### src/rtl/pipe_ctrl.sv
// pipe_ctrl: merges ex/clint/bus hold and redirect requests into one
// registered hold code plus a one-cycle pc redirect strobe.
//   clk, rst             : core clock, synchronous active-high reset
//   jump_req_i/addr_i    : ex redirect pulse and target
//   int_req_i/addr_i     : clint trap entry pulse and vector
//   hold_ex_i            : ex multi-cycle op busy (level)
//   hold_bus_i           : bus granted to an external master (level)
//   hold_flag_o          : 0 none, 1 pc, 2 if, 3 id
//   jump_flag_o/addr_o   : redirect strobe and target
//   busy_o               : controller not idle
module pipe_ctrl #(
    parameter int unsigned FLUSH_CYCLES = 1,
    parameter int unsigned BUS_HOLD_MAX = 16
) (
    input  logic        clk,
    input  logic        rst,
    input  logic        jump_req_i,
    input  logic [31:0] jump_addr_i,
    input  logic        int_req_i,
    input  logic [31:0] int_addr_i,
    input  logic        hold_ex_i,
    input  logic        hold_bus_i,
    output logic [2:0]  hold_flag_o,
    output logic        jump_flag_o,
    output logic [31:0] jump_addr_o,
    output logic        busy_o
);

    localparam logic [2:0] HOLD_NONE = 3'd0;
    localparam logic [2:0] HOLD_PC   = 3'd1;
    localparam logic [2:0] HOLD_ID   = 3'd3;

    localparam logic [2:0] FLUSH_INIT = 3'(FLUSH_CYCLES - 1);
    localparam logic [7:0] BUS_MAX    = 8'(BUS_HOLD_MAX);

    typedef enum logic [2:0] {
        IDLE,
        FLUSH,
        EX_HOLD,
        BUS_HOLD,
        BUS_GAP
    } state_t;

    state_t      state_q, state_d;
    logic [2:0]  flush_cnt_q, flush_cnt_d;
    logic [7:0]  bus_cnt_q, bus_cnt_d;
    logic        jump_flag_d;
    logic [31:0] jump_addr_d;
    logic [2:0]  hold_d;
    logic        busy_d;

    always_ff @(posedge clk) begin
        if (rst) begin
            state_q     <= IDLE;
            flush_cnt_q <= '0;
            bus_cnt_q   <= '0;
            hold_flag_o <= HOLD_NONE;
            jump_flag_o <= 1'b0;
            jump_addr_o <= '0;
            busy_o      <= 1'b0;
        end else begin
            state_q     <= state_d;
            flush_cnt_q <= flush_cnt_d;
            bus_cnt_q   <= bus_cnt_d;
            hold_flag_o <= hold_d;
            jump_flag_o <= jump_flag_d;
            jump_addr_o <= jump_addr_d;
            busy_o      <= busy_d;
        end
    end

    always_comb begin
        state_d     = state_q;
        flush_cnt_d = flush_cnt_q;
        bus_cnt_d   = bus_cnt_q;
        jump_flag_d = 1'b0;
        jump_addr_d = jump_addr_o;

        if (int_req_i || jump_req_i) begin
            // Redirect wins everywhere; int beats a same-cycle jump.
            state_d     = FLUSH;
            flush_cnt_d = FLUSH_INIT;
            bus_cnt_d   = '0;
            jump_flag_d = 1'b1;
            jump_addr_d = int_req_i ? int_addr_i : jump_addr_i;
        end else begin
            unique case (state_q)
                IDLE: begin
                    if (hold_ex_i) begin
                        state_d = EX_HOLD;
                    end else if (hold_bus_i) begin
                        state_d   = BUS_HOLD;
                        bus_cnt_d = 8'd1;
                    end
                end
                FLUSH: begin
                    if (flush_cnt_q != 3'd0) begin
                        flush_cnt_d = flush_cnt_q - 3'd1;
                    end else if (hold_ex_i) begin
                        state_d = EX_HOLD;
                    end else if (hold_bus_i) begin
                        state_d   = BUS_HOLD;
                        bus_cnt_d = 8'd1;
                    end else begin
                        state_d = IDLE;
                    end
                end
                EX_HOLD: begin
                    if (!hold_ex_i) begin
                        if (hold_bus_i) begin
                            state_d   = BUS_HOLD;
                            bus_cnt_d = 8'd1;
                        end else begin
                            state_d = IDLE;
                        end
                    end
                end
                BUS_HOLD: begin
                    if (hold_ex_i) begin
                        state_d   = EX_HOLD;
                        bus_cnt_d = '0;
                    end else if (!hold_bus_i) begin
                        state_d   = IDLE;
                        bus_cnt_d = '0;
                    end else if (bus_cnt_q == BUS_MAX) begin
                        // Forced release so the core is not starved.
                        state_d   = BUS_GAP;
                        bus_cnt_d = '0;
                    end else begin
                        bus_cnt_d = bus_cnt_q + 8'd1;
                    end
                end
                BUS_GAP: begin
                    if (hold_ex_i) begin
                        state_d = EX_HOLD;
                    end else if (hold_bus_i) begin
                        state_d   = BUS_HOLD;
                        bus_cnt_d = 8'd1;
                    end else begin
                        state_d = IDLE;
                    end
                end
                default: begin
                    state_d     = IDLE;
                    flush_cnt_d = '0;
                    bus_cnt_d   = '0;
                end
            endcase
        end
    end

    // Outputs are decoded from the next state and then registered.
    always_comb begin
        hold_d = HOLD_NONE;
        unique case (state_d)
            FLUSH, EX_HOLD: hold_d = HOLD_ID;
            BUS_HOLD:       hold_d = HOLD_PC;
            default:        hold_d = HOLD_NONE;
        endcase
        busy_d = (state_d != IDLE);
    end

endmodule

### config.mk
export PLATFORM = sky130hd
export DESIGN_NAME = pipe_ctrl
export DESIGN_NICKNAME = d
export VERILOG_FILES = /design/src/rtl/pipe_ctrl.sv
export SDC_FILE = /design/constraint.sdc
export NUM_CORES = 1
export LEC_CHECK = 0
export ABC_AREA = 0
export ABC_CLOCK_PERIOD_IN_PS = 1600
export BUFFER_PORTS_ARGS = -buffer_cell sky130_fd_sc_hd__clkbuf_2
export CORE_ASPECT_RATIO = 1.75
export CORE_MARGIN = 4
export CORE_UTILIZATION = 43
export CTS_BUF_LIST = sky130_fd_sc_hd__clkbuf_16
export CTS_CLUSTER_SIZE = 40
export DETAILED_ROUTE_END_ITERATION = 8
export PLACE_DENSITY = 0.76
export SYNTH_ARGS = -nofsm -noshare
export SYNTH_HDL_FRONTEND = slang
export SYNTH_SLANG_ARGS = --single-unit
### constraint.sdc
create_clock -name clk -period 1.6 [get_ports clk]
set_input_delay 0.32 -clock clk [delete_from_list [all_inputs] [get_ports clk]]
set_output_delay 0.32 -clock clk [all_outputs]
set_load 0.01 [all_outputs]
==> flow_metrics.tcl <==
set metrics [dict create \
    initial_core_util_pct 44.2 \
    routed_wl_mm 6.76 \
    grt_pass1_vias 2423 \
    htreeDepth 2 \
    ctsRootBufferMaster "clkbuf_16" \
    seq_area_um2 1010 \
    placementRows 36 \
    fin_ws_ns -0.124 \
    fin_crit_sh_pct 108 \
    ys_ff_latch 50 \
    busiest_layer "met2" \
    fill_cells 521 \
    n_antenna_cell 0 \
    synth_edf_count 0 \
    place_ws_ns -0.120 \
    area_delta_synth_final_pct 40.8 \
    io_buffers 105 \
    grt_overflow 0 \
    power_leakage_nw 1.67 \
    post-route-min-period_ns 1.72 \
    synth_top_area_cell "dfxtp_1" \
    die_y_um 108 \
    clk_pin_slew_ns 0.07 \
    timing.hold.ws_ns 0.260 \
    multi_input_comb_area_um2 1390 \
    place_congestion 0.882 \
    maxSlewViolCount 0 \
    path_max_fanout 3 \
    die_w_um 65.3 \
    yosysTopAreaCellShare_pct 40.5 \
    syn_avg_cell_area_um2 8.37 \
    wl_per_cell_um 13.7 \
    tns_ns -0.316 \
    drv_cap 0 \
    drc 0 \
    die_area_um2 7070 \
    hold_path_class "input pin to register" \
    dr_total_vias 2510 \
    startpoint_type "register" \
    rsz0062_at_grt "true" \
    fin_nets 491 \
    synth_nets 369 \
    synthesis.area_um2 2470 \
    clkLatencyLatePin_ns 0.28 \
    status "finished, violations left" \
    placedCellCount 476 \
    drtPass1Iterations 5 \
    met1_usage_pct 20.1 \
    power.density_nw_per_um2 861 \
    grt_use_met3_pct 4.68 \
    worstSetupPathType "register to register" \
    hpwl_mm 4.98 \
    async_flop_share_pct 0 \
    total_power_mw 3.00 \
    critPathCaptureType "register" \
    max_freq_mhz 580 \
    grt_usage_pct 18.8 \
    yosysWarnings 0 \
    arrival_ns 1.93 \
    antenna_found_initial 0 \
    finalNonFillerCells 494 \
    crit_required_ns 1.81 \
    drive_gt1_share_pct 40.7 \
    core_area_um2 5590 \
    grt_start_max_net_pins 39 \
    grt_pass1_wl_mm 10.6 \
    hold_violations 0 \
    synth.area.top_cells "dfxtp_1, mux2i_1, nor2_1" \
    ys_seq_area_share_pct 40.5 \
    setup_viol 4 \
    ctsLongestPathBuffers 2 \
    grt_use_met2_pct 35.2 \
    drt_iter0_drc 95 \
    cts_tree "built" \
    ys_types 43 \
    cts_buffers 5 \
    fin_skew_ns 0.00647 \
    ant_nets 0 \
    vias_per_cell 5.08 \
    synth-main-ff-cell "dfxtp_1" \
    violations "negative setup slack" \
    cts_sinks 50 \
    syn_inst 295 \
    ir_drop_v 0.000748 \
    io_pins 107 \
]
-- path summary, 6_finish.rpt --
kind | start | endpoint | slack [ns] | cells after the start
setup / recovery | flush_cnt_q[0] | busy_o | -0.12 | 6
hold / removal | int_addr_i[7] | jump_addr_o[7] | 0.26 | 3
setup reg to reg | flush_cnt_q[0] | busy_o | -0.12 | 6
hold reg to reg | flush_cnt_q[1] | flush_cnt_q[1] | 0.46 | 2
-- cell families (layout without fill, tap and decap cells) --
logic type	after synthesis	count (layout)	share of synthesized area (%)
other	1	1	0.152
XOR/XNOR	1	1	0.355
multiplexers	33	33	13.6
AO/OA/AOI/OAI	60	60	15.8
flip-flops	50	50	40.5
buffers and inverters	27	150	5.01
AND/OR/NAND/NOR	118	118	22.2
adder cells (fa/ha/maj)	5	5	2.43
-- routing by layer --
layer,wire [um],vias to the layer above
met3,470,11
met4,105,0
li1,-,1254
met2,3690,101
met5,0,-
met1,2490,1144
-- what timing repair did --
item                                    CTS  global route
pin swaps                                 1             9
cloned                                    1             0
endpoints found under the setup margin    6            13
gates resized for setup                   6            16
hold buffers                              0             0
setup buffers                             3             6
-- cells in the final DEF (no fill, tap or decap), types with 3 or more instances in the layout --
cell and count:
o21a_1 4, nor2_1 73, inv_1 3, a21oi_1 39, clkbuf_16 5, o21ai_0 4
nand2_1 12, nor3_1 5, a31oi_1 4, nand3_1 5, inv_2 4, mux2i_1 32
dfxtp_1 43, or3_1 4, buf_4 27, dfxtp_2 7, clkbuf_2 105
-- worst max-delay path: stages, from the launching register on --
cell	delay (ns)
dfxtp_2	0.33
inv_2	0.08
ha_4	0.14
or3b_4	0.39
a2111oi_4	0.36
nand2_1	0.16
a31oi_1	0.19
-- state kept, by name (all words and copies together), names as in the netlist --
| name | flops |
|---|---|
| bus_cnt_q | 8 |
| busy_o | 1 |
| flush_cnt_q | 3 |
| hold_flag_o | 2 |
| jump_addr_o | 32 |
| jump_flag_o | 1 |
| state_q | 3 |
-- cell usage after synthesis (all sizes together) (2+ instances only) --
library cell / count
or2: 2
nor2: 73
or3b: 2
clkbuf: 9
a21oi: 40
inv: 6
nor4b: 2
dfxtp: 50
o21ai: 4
a211oi: 2
o21a: 4
buf: 12
nand3: 5
mux2i: 32
nor3b: 2
nor3: 5
ha: 4
nor2b: 3
nand2: 13
or3: 4
nand4b: 2
nand2b: 2
a31oi: 4
-- through the flow --
step                      instance area, um2  utilization, %
after global placement                  3170            56.8
after floorplan                         2470               -
after CTS                               3400            60.9
after detailed placement                3170            56.8
final                                   3480            62.3
after global routing                    3480            62.3
-- where the power goes --
part | internal (mW) | switching (mW)
logic | 0.226 | 0.235
clock network | 0.732 | 0.460
registers | 1.31 | 0.0348
-- layout make-up --
type / count / share of cell area, %
Inverter: 6 / 0.647
Sequential cell: 50 / 29.0
Clock inverter: 3 / 1.19
Timing Repair Buffer: 136 / 22.7
Multi-Input combinational cell: 218 / 40.1
Clock buffer: 5 / 3.60
Tap cell: 76 / 2.73
No activity file was read; power rests on OpenSTA's default activity.
